### src/rtl/i2c_shift_engine.sv
// Load/shift engine for the I2C datapath: parallel load, serial shift in/out on
// bit-timing strobes, with bit counting, auto-completion, order select and abort.
module i2c_shift_engine #(
    parameter int LENGTH      = 8,
    parameter int COUNT_WIDTH = 4
) (
    input  logic                   CLOCK,
    input  logic                   Reset,
    input  logic                   Load,
    input  logic [LENGTH-1:0]      SentData,
    input  logic                   LsbFirst,
    input  logic                   ShiftEn,
    input  logic                   ShiftIn,
    input  logic                   Abort,
    output logic                   ShiftOut,
    output logic [LENGTH-1:0]      ReceivedData,
    output logic [COUNT_WIDTH-1:0] BitCount,
    output logic                   Busy,
    output logic                   Done
);

    typedef enum logic {S_IDLE = 1'b0, S_SHIFT = 1'b1} state_t;

    localparam logic [COUNT_WIDTH-1:0] LAST_CNT = COUNT_WIDTH'(LENGTH - 1);

    state_t                   r_state, w_state_nxt;
    logic [LENGTH-1:0]        r_shreg, w_shreg_nxt;
    logic [COUNT_WIDTH-1:0]   r_count, w_count_nxt;
    logic                     r_lsb,   w_lsb_nxt;
    logic                     r_done,  w_done_nxt;

    always_ff @(posedge CLOCK) begin
        if (!Reset) begin
            r_state <= S_IDLE;
            r_shreg <= '0;
            r_count <= '0;
            r_lsb   <= 1'b0;
            r_done  <= 1'b0;
        end else begin
            r_state <= w_state_nxt;
            r_shreg <= w_shreg_nxt;
            r_count <= w_count_nxt;
            r_lsb   <= w_lsb_nxt;
            r_done  <= w_done_nxt;
        end
    end

    // Abort outranks Load, so an aborting cycle never reloads.
    always_comb begin
        w_state_nxt = r_state;
        w_shreg_nxt = r_shreg;
        w_count_nxt = r_count;
        w_lsb_nxt   = r_lsb;
        w_done_nxt  = 1'b0;
        if (Abort) begin
            w_state_nxt = S_IDLE;
        end else if (Load) begin
            w_shreg_nxt = SentData;
            w_lsb_nxt   = LsbFirst;
            w_count_nxt = '0;
            w_state_nxt = S_SHIFT;
        end else if (r_state == S_SHIFT && ShiftEn) begin
            if (r_lsb)
                w_shreg_nxt = {ShiftIn, r_shreg[LENGTH-1:1]};
            else
                w_shreg_nxt = {r_shreg[LENGTH-2:0], ShiftIn};
            w_count_nxt = r_count + COUNT_WIDTH'(1);
            if (r_count == LAST_CNT) begin
                w_state_nxt = S_IDLE;
                w_done_nxt  = 1'b1;
            end
        end
    end

    assign ShiftOut     = r_lsb ? r_shreg[0] : r_shreg[LENGTH-1];
    assign ReceivedData = r_shreg;
    assign BitCount     = r_count;
    assign Busy         = (r_state == S_SHIFT);
    assign Done         = r_done;

endmodule

### config.mk
export PLATFORM = sky130hd
export DESIGN_NAME = i2c_shift_engine
export DESIGN_NICKNAME = d
export VERILOG_FILES = /design/src/rtl/i2c_shift_engine.sv
export SDC_FILE = /design/constraint.sdc
export NUM_CORES = 1
export LEC_CHECK = 0
export BUFFER_PORTS_ARGS = -buffer_cell sky130_fd_sc_hd__buf_2
export CAP_MARGIN = 20
export CORE_UTILIZATION = 25
export CTS_BUF_LIST = sky130_fd_sc_hd__clkbuf_16
export DETAILED_ROUTE_END_ITERATION = 8
export GPL_TIMING_DRIVEN = 0
export PLACE_DENSITY = 0.44
export RECOVER_POWER = 50
export SLEW_MARGIN = 20
export SYNTH_ARGS = -nofsm -noshare
export SYNTH_HDL_FRONTEND = slang
export SYNTH_SLANG_ARGS = --single-unit
### constraint.sdc
create_clock -name CLOCK -period 2.93 [get_ports CLOCK]
set_clock_uncertainty 0.1 [all_clocks]
set_input_delay 0 -clock CLOCK [delete_from_list [all_inputs] [get_ports CLOCK]]
set_output_delay 0 -clock CLOCK [all_outputs]
set_load 0.05 [all_outputs]
==> metrics, run 1 <==
Detailed Place HPWL=1490 um; crit share post-route=51.5%; hold buffer count at cts=12; final layout net count=150; Max stage delay on crit path=550 ps; maxcap violations=0; cell area after synthesis=805 sq um; Total Routing Usage GR=12.7%; CTS root buf=clkbuf_16; RePlAce Congestion=0.690; initial antenna violation count=0; core region area=3050 sq um; number of fill cells in the layout=353; drt initial violations=15; DP Worst Slack=1450 ps; Detailed Route WL=2030 um; Setup violations, final=0; critical path, cell by cell=dlygate4sd3_1 -> buf_2 -> a21oi_1 -> o21ai_1 -> o22ai_1; Setup TNS Final=0 ps; LEAKAGE=0.000480 uW; largest net degree at the start of global routing=11; clk buf depth=2; Hold Crit Class=in -> reg; n_diodes=0; CTS tree=built; Multi-input gate area=430 sq um; reg-to-reg startpoint=Busy$_SDFFE_PP0P_; critical path required time=2920 ps; H-tree depth=1; f_max=663 MHz; post-synth cell types=26; Setup CP Type=in -> reg; Clock Latency Late Sink=250 ps; site row count=20; Yosys warning count=0; critical path peak fanout=8; buffers added on ports=28; most frequent cells in the layout=buf_2 (16), dfxtp_1 (15), clkbuf_1 (14); commonest non-fill, non-tap cell in the layout=buf_2; Die H=58.7 um; Wirelength per Cell=11.5 um; setup ws final=1420 ps; Top delay family on crit path=compound AO/OA/AOI/OAI gates; Post-CTS Setup Bufs=0; Critical Path Start Type=input pin; Hold Path Origin=ShiftEn; Slew Viols, Final=0; Reg2Reg Depth=3; worst rel slew slack=55.3%; die area=3450 sq um; Hold Crit Depth=4; Reg clk slew, reported paths=50 ps; WP depth=5; cell area power density=491 nW/um^2; RR Endpoint=ReceivedData[4]$_SDFFE_PN0P_; r2r setup slk=1440 ps; RSZ-0062 raised after global routing=false; Hold Path End=BitCount[2]$_SDFFE_PN0P_; critical path's slowest cell=o21ai_1; synthesized netlist cell count=89; share of cells above drive strength 1=24.8%; area delta synth->final=47.0%; peak supply drop=0.141 mV; vias in the first global route=741; Syn Area/Cell=9.04 sq um; vias per cell=4.42; status=completed; total CTS buffers=3; first-pass GRT wire length=3340 um; syn nets=105; Yosys reg bits=15; 1st-pass router iterations=3; final hold violations=0; Critical Path AT=1500 ps; die width=58.7 um; starting density of the core=26.4%; clock sink count=15; post-CTS resize count=0; I/O pin cnt=30; Seq/Total Area, Yosys=37.3%; Reg area=300 sq um; Residual DRC=0; Final ANT Viol Nets=0; CP endpoint kind=flip-flop; vias=783; Tmin final=1510 ps; Worst-Margin Slew=666 ps; total grt overflow=0; Buf/Inv on CP=2
## per-stage QoR
step                      cell area (sq um)  util (%)  hold WS [ps]  std cells  total power [uW]
after global routing                   1180      38.7           102        177               605
after CTS                              1200      39.3          70.8        177               591
after floorplan                         805         -         -23.1         89               281
final                                  1180      38.7          71.1        177               581
after global placement                 1000      32.7           159        161               306
after detailed placement               1000      32.7           150        161               307
## metal layers
layer / share of wire (%) / track usage [%]
met5: 0 / 0
met4: 0.49 / 4.08
met2: 44 / 21.6
met3: 6.2 / 2.86
met1: 50 / 15.9
## cells in the mapped netlist
cell | n | area share [%]
a21oi_1 | 1 | 0.62
a31oi_1 | 3 | 2.3
and2_2 | 1 | 0.93
buf_2 | 2 | 1.2
buf_4 | 1 | 0.93
buf_6 | 1 | 1.4
dfxtp_1 | 15 | 37
ha_1 | 1 | 1.6
inv_1 | 12 | 5.6
mux2_2 | 8 | 11
mux2i_1 | 9 | 11
nand2_1 | 5 | 2.3
nand2b_4 | 1 | 1.7
nand3_1 | 5 | 3.1
nand4_1 | 1 | 0.78
nand4b_1 | 1 | 1.1
nor2_1 | 4 | 1.9
nor2b_1 | 1 | 0.78
nor4_1 | 1 | 0.78
o21ai_0 | 2 | 1.2
o21ai_1 | 1 | 0.62
o22ai_1 | 8 | 6.2
o311a_2 | 1 | 1.4
o31a_1 | 1 | 1.1
or2_0 | 1 | 0.78
or4_1 | 2 | 1.9
## tightest hold or removal path, delay by kind of cell
family | cells | cell delay (ps)
buffers and inverters | 1 | 110
AO/OA/AOI/OAI | 1 | 80
AND/OR/NAND/NOR | 2 | 180
## flip-flops by register name, summed over array words and instances (netlist names)
name and flops:
BitCount 4, Busy 1, Done 1, ReceivedData 8
r_lsb 1
## logic make-up (layout without fill, tap and decap cells)
group,count (synthesis),in the layout,synth area share [%]
compound gates,17,17,13.5
fa+ha+maj,1,1,1.55
buf+inv,16,60,9.18
flops,15,15,37.3
mux,17,17,22.4
simple gates,23,23,16.0
## area by class of cell
class | count | area share (%)
tap | 44 | 4.66
timing repair buffer | 40 | 20.5
sequential | 15 | 25.4
clock buffer | 3 | 6.35
buffer | 4 | 2.43
inverter | 12 | 3.81
clock inverter | 1 | 0.423
multi-input combinational | 58 | 36.4
## worst max-delay path by stage
stage / from / end
2_1_floorplan: ReceivedData[7]$_SDFFE_PN0P_ / ShiftOut
3_3_place_gp: Busy$_SDFFE_PP0P_ / ReceivedData[4]$_SDFFE_PN0P_
3_5_place_dp: Busy$_SDFFE_PP0P_ / ReceivedData[4]$_SDFFE_PN0P_
4_1_cts: Load / ReceivedData[4]$_SDFFE_PN0P_
5_1_grt: Load / ReceivedData[4]$_SDFFE_PN0P_
6_report: Load / ReceivedData[4]$_SDFFE_PN0P_
## power breakdown
group	internal [uW]	switching (uW)	total (uW)	leakage, uW
logic	41.5	55.1	96.5	0.000317
clock network	182	85.0	267	0.0000409
registers	211	6.25	217	0.000122
total	435	146	581	0.000480
(Power assumes the default switching activity.)
==> run 2, diff against run 1 <==
PLACE_DENSITY = 0.46   (was 0.44)
clock period = 1.3 ns   (was 2.93 ns; I/O delays follow)
==> run 2 against run 1 <==
Largest cell class unchanged. Critical path depth up 1. Register-to-register slack worse by 1500 ps. Via count up 2.0%. Final area up 8.8%. Setup slack worse by 1400 ps. The run now ends with negative setup slack left.
==> metrics, run 2 (same netlist as run 1, synthesis figures left out) <==
status=complete, but fails checks; failing checks=negative setup slack; Detailed Route WL=2220 um; Clock Latency Late Sink=240 ps; final hold violations=0; Setup TNS Final=-36.5 ps; area delta synth->final=59.9%; Final ANT Viol Nets=0; cell area power density=1010 nW/um^2; Reg2Reg Depth=4; Hold Crit Depth=4; worst rel slew slack=61.1%; peak supply drop=0.636 mV; Detailed Place HPWL=1470 um; starting density of the core=26.4%; first-pass GRT wire length=3380 um; site row count=20; total CTS buffers=3; CTS tree=built; Setup CP Type=in -> reg; vias=799; Hold Path End=BitCount[1]$_SDFFE_PN0P_; most frequent cells in the layout=buf_2 (26), dlygate4sd3_1 (15), inv_1 (13); die width=58.7 um; CTS root buf=clkbuf_16; vias in the first global route=735; Hold Crit Class=in -> reg; Critical Path AT=1390 ps; critical path peak fanout=8; n_diodes=0; setup ws final=-25.0 ps; LEAKAGE=0.000563 uW; commonest non-fill, non-tap cell in the layout=buf_2; Util after Layout=42.1%; Worst-Margin Slew=586 ps; largest net degree at the start of global routing=11; die area=3450 sq um; Slew Viols, Final=0; critical path required time=1370 ps; Multi-input gate area=454 sq um; Critical Path Start Type=input pin; Wirelength per Cell=12.2 um; Tmin final=1320 ps; f_max=755 MHz; clk buf depth=2; share of cells above drive strength 1=39.9%; Total Routing Usage GR=13.2%; crit share post-route=102%; vias per cell=4.39; Reg clk slew, reported paths=50 ps; RSZ-0062 raised after global routing=true; I/O pin cnt=30; initial antenna violation count=0; r2r setup slk=-10 ps; 1st-pass router iterations=2; Die H=58.7 um; Setup violations, final=2; total grt overflow=0; CP endpoint kind=flip-flop; H-tree depth=1; clock sink count=15; hold slack=14.8 ps; final layout net count=155; core region area=3050 sq um; RePlAce Congestion=0.725; number of fill cells in the layout=334; reg-to-reg startpoint=BitCount[0]$_SDFFE_PN0P_; Residual DRC=0; Reg area=315 sq um; drt initial violations=17; Hold Path Origin=Abort; buffers added on ports=28; Largest register FFs=8; RR Endpoint=BitCount[2]$_SDFFE_PN0P_; maxcap violations=0
run 2: how the worst max path moves through the flow:
stage / startpoint / to / slack, ps / cells past startpoint
after floorplan: BitCount[1]$_SDFFE_PN0P_ / BitCount[2]$_SDFFE_PN0P_ / -60 / 4
after global routing: Abort / ReceivedData[4]$_SDFFE_PN0P_ / -100 / 6
after CTS: BitCount[0]$_SDFFE_PN0P_ / BitCount[2]$_SDFFE_PN0P_ / 0.6 / 4
after detailed placement: r_lsb$_SDFFE_PN0P_ / ReceivedData[1]$_SDFFE_PN0P_ / -100 / 4
after global placement: r_lsb$_SDFFE_PN0P_ / ReceivedData[1]$_SDFFE_PN0P_ / -90 / 4
final: Abort / ReceivedData[4]$_SDFFE_PN0P_ / -20 / 6
run 2: through the flow:
step / area (sq um) / std cells / power [uW] / setup slack [ps]
6_report: 1290 / 182 / 1310 / -25.0
5_1_grt: 1290 / 182 / 1360 / -96.2
3_3_place_gp: 1030 / 161 / 688 / -92.4
2_1_floorplan: 835 / 89 / 631 / -62.0
4_1_cts: 1250 / 178 / 1310 / 0.554
3_5_place_dp: 1030 / 161 / 690 / -103
run 2: timing repair:
action / CTS / global route
resized for setup: 4 / 2
pin swaps: 0 / 1
endpoints found under the setup margin: 10 / 10
hold buffers: 12 / 4
gates cloned: 0 / 1
setup buffers: 1 / 0
hold endpoints to repair: 14 / 2
run 2: cell type report:
type,count,area share (%)
Buffer,4,2.72
Clock buffer,3,5.84
Clock inverter,1,0.292
Inverter,12,3.50
Multi-Input combinational cell,58,35.3
Sequential cell,15,24.5
Tap cell,44,4.28
Timing Repair Buffer,45,23.5
run 2: routing by layer:
layer	global-route usage (%)	up-vias	wire [um]
met1	15.9	368	1080
li1	-	418	-
met5	0	-	0
met4	5.10	0	23
met3	3.96	2	47
met2	22.1	11	1070
run 2: power by group:
group	switching [uW]	leakage, uW	internal (uW)
Clock	175	0.0000423	406
Combinational	128	0.000395	109
Sequential	15.3	0.000126	472
run 2: critical path: stages:
cell and delay [ps]:
buf_6 110, dlygate4sd3_1 590, nand2b_4 160, or2_0 200, buf_2 180, o22ai_1 160
==> run 3, diff against run 2 <==
CORE_UTILIZATION = 47   (was 25)
PLACE_DENSITY = 0.75   (was 0.46)
clock period = 1.5 ns   (was 1.3 ns; I/O delays follow)
==> run 3 against run 2 <==
The run ends with design-rule violations left. Wire length decreased by 7.2%. Clock power is 13% lower. Power shrank 14%. Critical path depth decreased by 2. Via count shrank 0.63%. Combinational power shrank 19%. Sequential cell count unchanged. Non-clock buffer count decreased by 5. Setup slack better by 120 ps. Global-route usage grew 12 points. Count of clock-buffer cells in the layout unchanged. Largest cell class unchanged.
==> metrics, run 3 (same netlist as run 1, synthesis figures left out) <==
status=complete, but fails checks; failing checks=design-rule violations; crit share post-route=93.5%; Final Cell Area=1160 sq um; Hold Crit Class=in -> reg; clock sink count=15; cell area power density=964 nW/um^2; final hold violations=0; H-tree depth=1; initial antenna violation count=0; power share of the sequential group=37.8%; commonest non-fill, non-tap cell in the layout=buf_2; total CTS buffers=3; area delta synth->final=44.3%; Wirelength per Cell=13.8 um; site row count=14; critical path required time=1520 ps; Reg area=309 sq um; critical path peak fanout=10; worst rel slew slack=59.3%; Critical Path Start Type=flip-flop; CTS root buf=clkbuf_16; Detailed Place HPWL=1380 um; Worst-Margin Slew=613 ps; r2r setup slk=100 ps; 1st-pass router iterations=6; Slew Viols, Final=0; CP endpoint kind=flip-flop; Multi-input gate area=434 sq um; Largest register FFs=8; Gate power share=17.3%; number of fill cells in the layout=130; vias in the first global route=734; die width=43.4 um; first-pass GRT wire length=3340 um; Post-CTS Setup Bufs=0; Final Power=1120 uW; LEAKAGE=0.000484 uW; setup ws final=97.9 ps; Die H=43.4 um; f_max=713 MHz; DP Area=973 sq um; total grt overflow=0; Clock Latency Late Sink=240 ps; Clock power frac=45.0%; core region area=1560 sq um; switching power share of the total=24.6%; cell internal pwr=844 uW; final layout net count=150; Critical Path AT=1420 ps; buffers added on ports=28; Max stage delay on crit path=350 ps; most frequent cells in the layout=buf_2 (15), clkbuf_1 (14), inv_1 (13); Final ANT Viol Nets=0; Residual DRC=2; non-filler cells, final=149; Reg clk slew, reported paths=50 ps; die area=1880 sq um; CTS tree=built; Tmin final=1400 ps; vias per cell=5.33; largest net degree at the start of global routing=11; Total Routing Usage GR=24.8%; I/O pin cnt=30; vias=794; critical path's slowest cell=mux2_2; Setup violations, final=0; hold slack=59.2 ps; Detailed Route WL=2060 um; sw power=275 uW; Setup CP Type=reg -> reg; DP Worst Slack=54.6 ps; RSZ-0062 raised after global routing=false; peak supply drop=1.12 mV; maxcap violations=0; starting density of the core=51.6%; n_diodes=0; critical path, cell by cell=clkbuf_4 -> mux2_2 -> mux2i_1 -> o22ai_1; number of placed cells counting well taps=133; share of cells above drive strength 1=27.1%; clk buf depth=2; drt initial violations=16; RePlAce Congestion=0.741
[run 3: changes by cell type in the layout (fill, tap and decap cells not counted), moves of 2 or more]
cell	before	now
buf_2	26	15
buf_4	3	1
clkbuf_1	2	14
dfxtp_1	9	12
dfxtp_2	3	1
dlygate4sd3_1	15	12
[run 3: worst max-delay path: cells and delay by family, from the launching register on]
| family | cells | cell delay [ps] |
|---|---|---|
| compound gates | 1 | 110 |
| buf+inv | 1 | 210 |
| flops | 1 | 330 |
| mux | 2 | 520 |
[run 3: layer usage]
metal	vias up	GRT usage, %	share of wire, %
met3	4	7.50	4.0
met1	361	31.6	43
met2	20	40.6	52
met4	0	7.50	1.1
met5	-	0	0
li1	409	-	-
[run 3: final timing paths]
kind / to / startpoint / cells after the start
worst max register to register: ReceivedData[3]$_SDFFE_PN0P_ / r_lsb$_SDFFE_PN0P_ / 4
worst min register to register: Done$_SDFF_PP0_ / BitCount[3]$_SDFFE_PN0P_ / 1
worst max-delay path: ReceivedData[3]$_SDFFE_PN0P_ / r_lsb$_SDFFE_PN0P_ / 4
worst min-delay path: BitCount[2]$_SDFFE_PN0P_ / ShiftEn / 4
[run 3: power by group through the flow]
stage / sequential (uW) / combinational, uW / clock (uW)
after floorplan: 466 / 80.6 / 0
after global placement: 428 / 164 / 0
after detailed placement: 429 / 167 / 0
after CTS: 422 / 194 / 511
after global routing: 423 / 207 / 532
final: 422 / 193 / 503
[run 3: stage by stage]
| step | utilization, % | TNS (ps) |
|---|---|---|
| global route | 74.5 | 0 |
| CTS | 75.2 | 0 |
| detailed placement | 62.4 | 0 |
| finish | 74.5 | 0 |
| global placement | 62.4 | 0 |
| floorplan | - | -70.5 |
[run 3: area by class of cell]
cell class / instances / area share, %
multi-input combinational: 58 / 37.4
clock inverter: 1 / 0.323
tap: 16 / 1.72
buffer: 4 / 2.69
inverter: 12 / 3.88
clock buffer: 3 / 6.47
timing repair buffer: 40 / 20.9
sequential: 15 / 26.6
[run 3: timing repair]
item / CTS / global route
hold buffers: 12 / 0
setup endpoints to repair: 0 / 8
gates resized for setup: 0 / 2
hold endpoints to repair: 14 / 0
